===== config.mk =====
export PLATFORM = sky130hd
export DESIGN_NAME = cpu_cu
export DESIGN_NICKNAME = d
export VERILOG_FILES = /design/src/rtl/cpu_cu_pkg.sv /design/src/rtl/cpu_cond_eval.sv /design/src/rtl/cpu_cu.sv
export SDC_FILE = /design/constraint.sdc
export NUM_CORES = 1
export LEC_CHECK = 0
export ABC_AREA = 1
export ABC_CLOCK_PERIOD_IN_PS = 1400
export CORE_MARGIN = 2
export CORE_UTILIZATION = 29
export CTS_CLUSTER_DIAMETER = 150
export CTS_CLUSTER_SIZE = 20
export DETAILED_ROUTE_END_ITERATION = 12
export MAX_ROUTING_LAYER = met4
export PLACE_DENSITY = 0.76
export RECOVER_POWER = 50
export SLEW_MARGIN = 15
export SYNTH_ARGS = -nofsm -noshare
export SYNTH_HDL_FRONTEND = slang
export SYNTH_SLANG_ARGS = --single-unit

===== constraint.sdc =====
create_clock -name clk -period 1.4 [get_ports clk]
set_clock_uncertainty 0.2 [all_clocks]
set_input_delay 0.21 -clock clk [delete_from_list [all_inputs] [get_ports clk]]
set_output_delay 0.21 -clock clk [all_outputs]
set_load 0.1 [all_outputs]

===== src/rtl/cpu_cu_pkg.sv =====
// rtl/cpu_cu_pkg.sv - state, opcode and condition-code constants for the cpu control unit
package cpu_cu_pkg;

  typedef enum logic [2:0] {
    FETCH    = 3'd0,
    DECODE   = 3'd1,
    EXEC_ALU = 3'd2,
    LOAD     = 3'd3,
    STORE    = 3'd4,
    BRANCH   = 3'd5,
    HALT     = 3'd6
  } state_t;

  localparam logic [3:0] OP_ALU_MAX = 4'hB;
  localparam logic [3:0] OP_LOAD    = 4'hC;
  localparam logic [3:0] OP_STORE   = 4'hD;
  localparam logic [3:0] OP_BR      = 4'hE;
  localparam logic [3:0] OP_HALT    = 4'hF;

  localparam logic [2:0] CC_AL = 3'b000;
  localparam logic [2:0] CC_Z  = 3'b001;
  localparam logic [2:0] CC_NZ = 3'b010;
  localparam logic [2:0] CC_N  = 3'b011;
  localparam logic [2:0] CC_NN = 3'b100;
  localparam logic [2:0] CC_C  = 3'b101;
  localparam logic [2:0] CC_NC = 3'b110;
  localparam logic [2:0] CC_NV = 3'b111;

  // bit positions inside the {N,Z,C} status word
  localparam int ST_N = 2;
  localparam int ST_Z = 1;
  localparam int ST_C = 0;

endpackage


===== src/rtl/cpu_cond_eval.sv =====
// rtl/cpu_cond_eval.sv - combinational branch-condition check against registered {N,Z,C}
module cpu_cond_eval
  import cpu_cu_pkg::*;
(
  input  logic [2:0] cond,
  input  logic [2:0] status,
  output logic       take
);

  always_comb begin
    take = 1'b0;
    case (cond)
      CC_AL:   take = 1'b1;
      CC_Z:    take = status[ST_Z];
      CC_NZ:   take = !status[ST_Z];
      CC_N:    take = status[ST_N];
      CC_NN:   take = !status[ST_N];
      CC_C:    take = status[ST_C];
      CC_NC:   take = !status[ST_C];
      CC_NV:   take = 1'b0;
      default: take = 1'b0;
    endcase
  end

endmodule


===== src/rtl/cpu_cu.sv =====
// rtl/cpu_cu.sv - multi-cycle fetch/decode/execute control unit with {N,Z,C} status register
module cpu_cu
  import cpu_cu_pkg::*;
(
  input  logic        clk,
  input  logic        reset,
  input  logic [15:0] ir,
  input  logic        n_in,
  input  logic        z_in,
  input  logic        c_in,
  output logic        adr_sel,
  output logic        s_sel,
  output logic        pc_ld,
  output logic        pc_inc,
  output logic        reg_w_en,
  output logic        ir_ld,
  output logic        mem_rd,
  output logic        mem_wr,
  output logic [2:0]  status,
  output logic [2:0]  state,
  output logic        halted
);

  localparam state_t RESET_STATE = FETCH;

  state_t     state_q;
  state_t     state_d;
  logic [2:0] status_q;
  logic       take;
  logic [3:0] opcode;

  assign opcode = ir[15:12];

  cpu_cond_eval u_cond_eval (
    .cond   (ir[11:9]),
    .status (status_q),
    .take   (take)
  );

  // Reset lands in FETCH, so write strobes fall combinationally as soon as reset asserts.
  always_ff @(posedge clk or negedge reset) begin
    if (!reset) begin
      state_q  <= RESET_STATE;
      status_q <= 3'b000;
    end else begin
      state_q <= state_d;
      if (state_q == EXEC_ALU) begin
        status_q <= {n_in, z_in, c_in};
      end
    end
  end

  always_comb begin
    state_d  = FETCH;
    adr_sel  = 1'b0;
    s_sel    = 1'b0;
    pc_ld    = 1'b0;
    pc_inc   = 1'b0;
    reg_w_en = 1'b0;
    ir_ld    = 1'b0;
    mem_rd   = 1'b0;
    mem_wr   = 1'b0;
    case (state_q)
      FETCH: begin
        mem_rd  = 1'b1;
        ir_ld   = 1'b1;
        pc_inc  = 1'b1;
        state_d = DECODE;
      end
      DECODE: begin
        if (opcode <= OP_ALU_MAX)     state_d = EXEC_ALU;
        else if (opcode == OP_LOAD)   state_d = LOAD;
        else if (opcode == OP_STORE)  state_d = STORE;
        else if (opcode == OP_BR)     state_d = BRANCH;
        else                          state_d = HALT;
      end
      EXEC_ALU: begin
        reg_w_en = 1'b1;
        state_d  = FETCH;
      end
      LOAD: begin
        mem_rd   = 1'b1;
        adr_sel  = 1'b1;
        s_sel    = 1'b1;
        reg_w_en = 1'b1;
        state_d  = FETCH;
      end
      STORE: begin
        mem_wr  = 1'b1;
        adr_sel = 1'b1;
        state_d = FETCH;
      end
      BRANCH: begin
        pc_ld   = take;
        state_d = FETCH;
      end
      HALT: begin
        state_d = HALT;
      end
      default: begin
        state_d = FETCH;
      end
    endcase
  end

  assign status = status_q;
  assign state  = state_q;
  assign halted = (state_q == HALT);

endmodule


==> flow_summary.yaml <==
run_status:
  status: "finished with violations"
  violations: "setup timing"
floorplanning:
  rows: 13
  coreArea_sq_um: 1301
  start_util: 0.3087
  fp.dieW_um: 41.22
  die_area_sq_um: 1699
  die_h_um: 41.22
  ios: 36
timing:
  slew_headroom: 0.7958
  setup_ws_ps: -403.1
  holdWs_ps: 79.52
  grt_setup_unrepaired: "true"
  fin_crit_sh: 1.288
  tightest_slew_ps: 305.3
  period_minus_slack_ps: 1803
  hold_viol: 0
  slew_viol_final: 0
  fmax_ghz: 0.5546
  setup_violations: 17
drt:
  avgViaCountPerCell: 5.008
  vias: 606
  ant_nets: 0
  wl_per_cell_um: 17.81
  post-route-drc-count: 0
  dr.first_iter.drc_count: 16
  wl_mm: 2.155
  first_pass_iters: 4
yosys:
  synth.most_common_cell: "nand2_1"
  synth.avg_cell_area_sq_um: 6.584
  yosysTopAreaCell: "dfrtp_1"
  synth_top_area_share: 0.3738
  post_synth_num_cell_types: 14
  yosys_warnings: 0
  synth_area_leaders: "dfrtp_1 (37%), nand2_1 (17%), inv_1 (11%)"
  syn-cell-area_sq_um: 401.6
  synth_edf_count: 0
  ys_seq_elements: 6
  async_flop_share: 1.000
  synth_ff_type: "dfrtp_1"
  syn_nets: 82
  synthTopCellsByCount: "nand2_1 (18), inv_1 (12), nor2_1 (8)"
  yosysSeqAreaShare: 0.3738
  syn_inst: 61
global_routing:
  antenna_found_initial: 0
  grt-ovfl-total: 0
  grt_max_degree: 7
  grt_pass1_wl_mm: 2.518
  grt_pass1_vias: 572
  grt_usage: 0.2483
worst_setup_path:
  crit_cells: 5
  reg2reg_depth: 7
  rr_endpoint: "status[2]$_DFFE_PN0N_"
  crit_arrival_ps: 1390
  rr_startpoint: "state[2]$_DFF_PN0_"
  crit_type: "register to output pin"
  path_cells: "buf_6 -> nor2_4 -> nand2_4 -> o21ai_4 -> buf_12"
  endpoint: "adr_sel"
  cpMaxStageDelayCell: "dfrtp_4"
  crit_required_ps: 990
  path_max_fanout: 3
  cp_top_family: "flip-flops"
  cp_num_buf_inv: 2
  critPathLaunch: "state[2]$_DFF_PN0_"
  r2r_slack_ps: -150
  cp_slowest_stage_delay_ps: 500
  cp-end-kind: "output pin"
  critical_path.startpoint_type: "register"
clocking:
  clockBufferDepth: 2
  numClockSinks: 6
  clk_pin_slew_ps: 50
  clk_latency_ps: 250
  cts-root-buf: "clkbuf_4"
  cts_buffers: 3
  cts_tree: "yes"
  htreeDepth: 1
finish:
  drive_gt1_frac: 0.6132
  nNetsFinal: 129
  area_growth_pct: 187.2
  diodes: 0
place:
  gp_congestion: 0.8342
  dpl.hpwl_mm: 1.232
  place_ws_ps: -468.6
  portBuffers: 26
hold_path:
  hold_class: "input pin to async pin"
flow_run:
  max-cap-violations: 0
## per-stage QoR
| step | setup TNS, ps | std cells | area, sq um | util |
|---|---|---|---|---|
| floorplan | -7234 | 61 | 484.2 | - |
| global placement | -1004 | 114 | 991.0 | 0.7615 |
| detailed placement | -1414 | 114 | 991.0 | 0.7615 |
| CTS | -3585 | 120 | 1072 | 0.8240 |
| global route | -4599 | 121 | 1154 | 0.8865 |
| finish | -4036 | 121 | 1154 | 0.8865 |
## flip-flops by register name (all words and copies together) (netlist names)
register	count
status	3
state	3
## layout by cell type, fill, tap and decap left out, types with 2 or more instances in the layout
cell	instances
clkinvlp_4	4
clkdlybuf4s50_1	8
nor2_2	2
a21oi_1	2
dlygate4sd2_1	2
nand3_4	2
nor2_4	4
buf_12	15
clkbuf_4	3
nand2_1	15
inv_4	2
buf_4	9
dfrtp_4	3
nor2_1	3
buf_6	8
inv_1	7
dfrtp_2	3
nand3_2	2
nand2_4	2
## worst register-to-register path: stages (launching register included)
cell and delay (ps):
dfrtp_4 500, buf_6 140, nor2_4 130, buf_6 140
buf_6 110, nand2_8 70, nor2_4 110, a21oi_2 40
## layer usage
layer,up-vias,part of all wire,GRT usage
met4,0,0.020,0.1048
li1,275,-,-
met3,8,0.061,0.04891
met5,-,0,-
met1,293,0.36,0.2517
met2,30,0.56,0.4570
## repair_timing
item / 4_1_cts / 5_1_grt
setup endpoints to repair: 16 / 17
pin swaps: 4 / 3
buffers inserted: 3 / 3
resized for setup: 14 / 16
gates cloned: 0 / 0
hold buffers: 0 / 0
## final cells by class
type,instances,area (sq um)
clock buffer,3,22.52
timing repair buffer,43,565.5
sequential,6,165.2
inverter,13,68.82
tap,15,18.77
fill,59,147.6
multi-input combinational,41,312.8
## worst min path at each step
stage,start,endpoint,cells after the start
after floorplan,reset,status[0]$_DFFE_PN0N_,0
after global placement,reset,state[1]$_DFF_PN0_,1
after detailed placement,reset,state[2]$_DFF_PN0_,1
after CTS,reset,status[2]$_DFFE_PN0N_,1
after global routing,reset,status[2]$_DFFE_PN0N_,1
final,reset,state[2]$_DFF_PN0_,1
## cell families after synthesis
family | Yosys count | share of synthesized area
compound gates | 7 | 0.09969
buf+inv | 14 | 0.1402
flops | 6 | 0.3738
simple gates | 34 | 0.3863
Power is not shown: default switching activity piles up to over one toggle a cycle in this logic, so the estimate is an artifact.
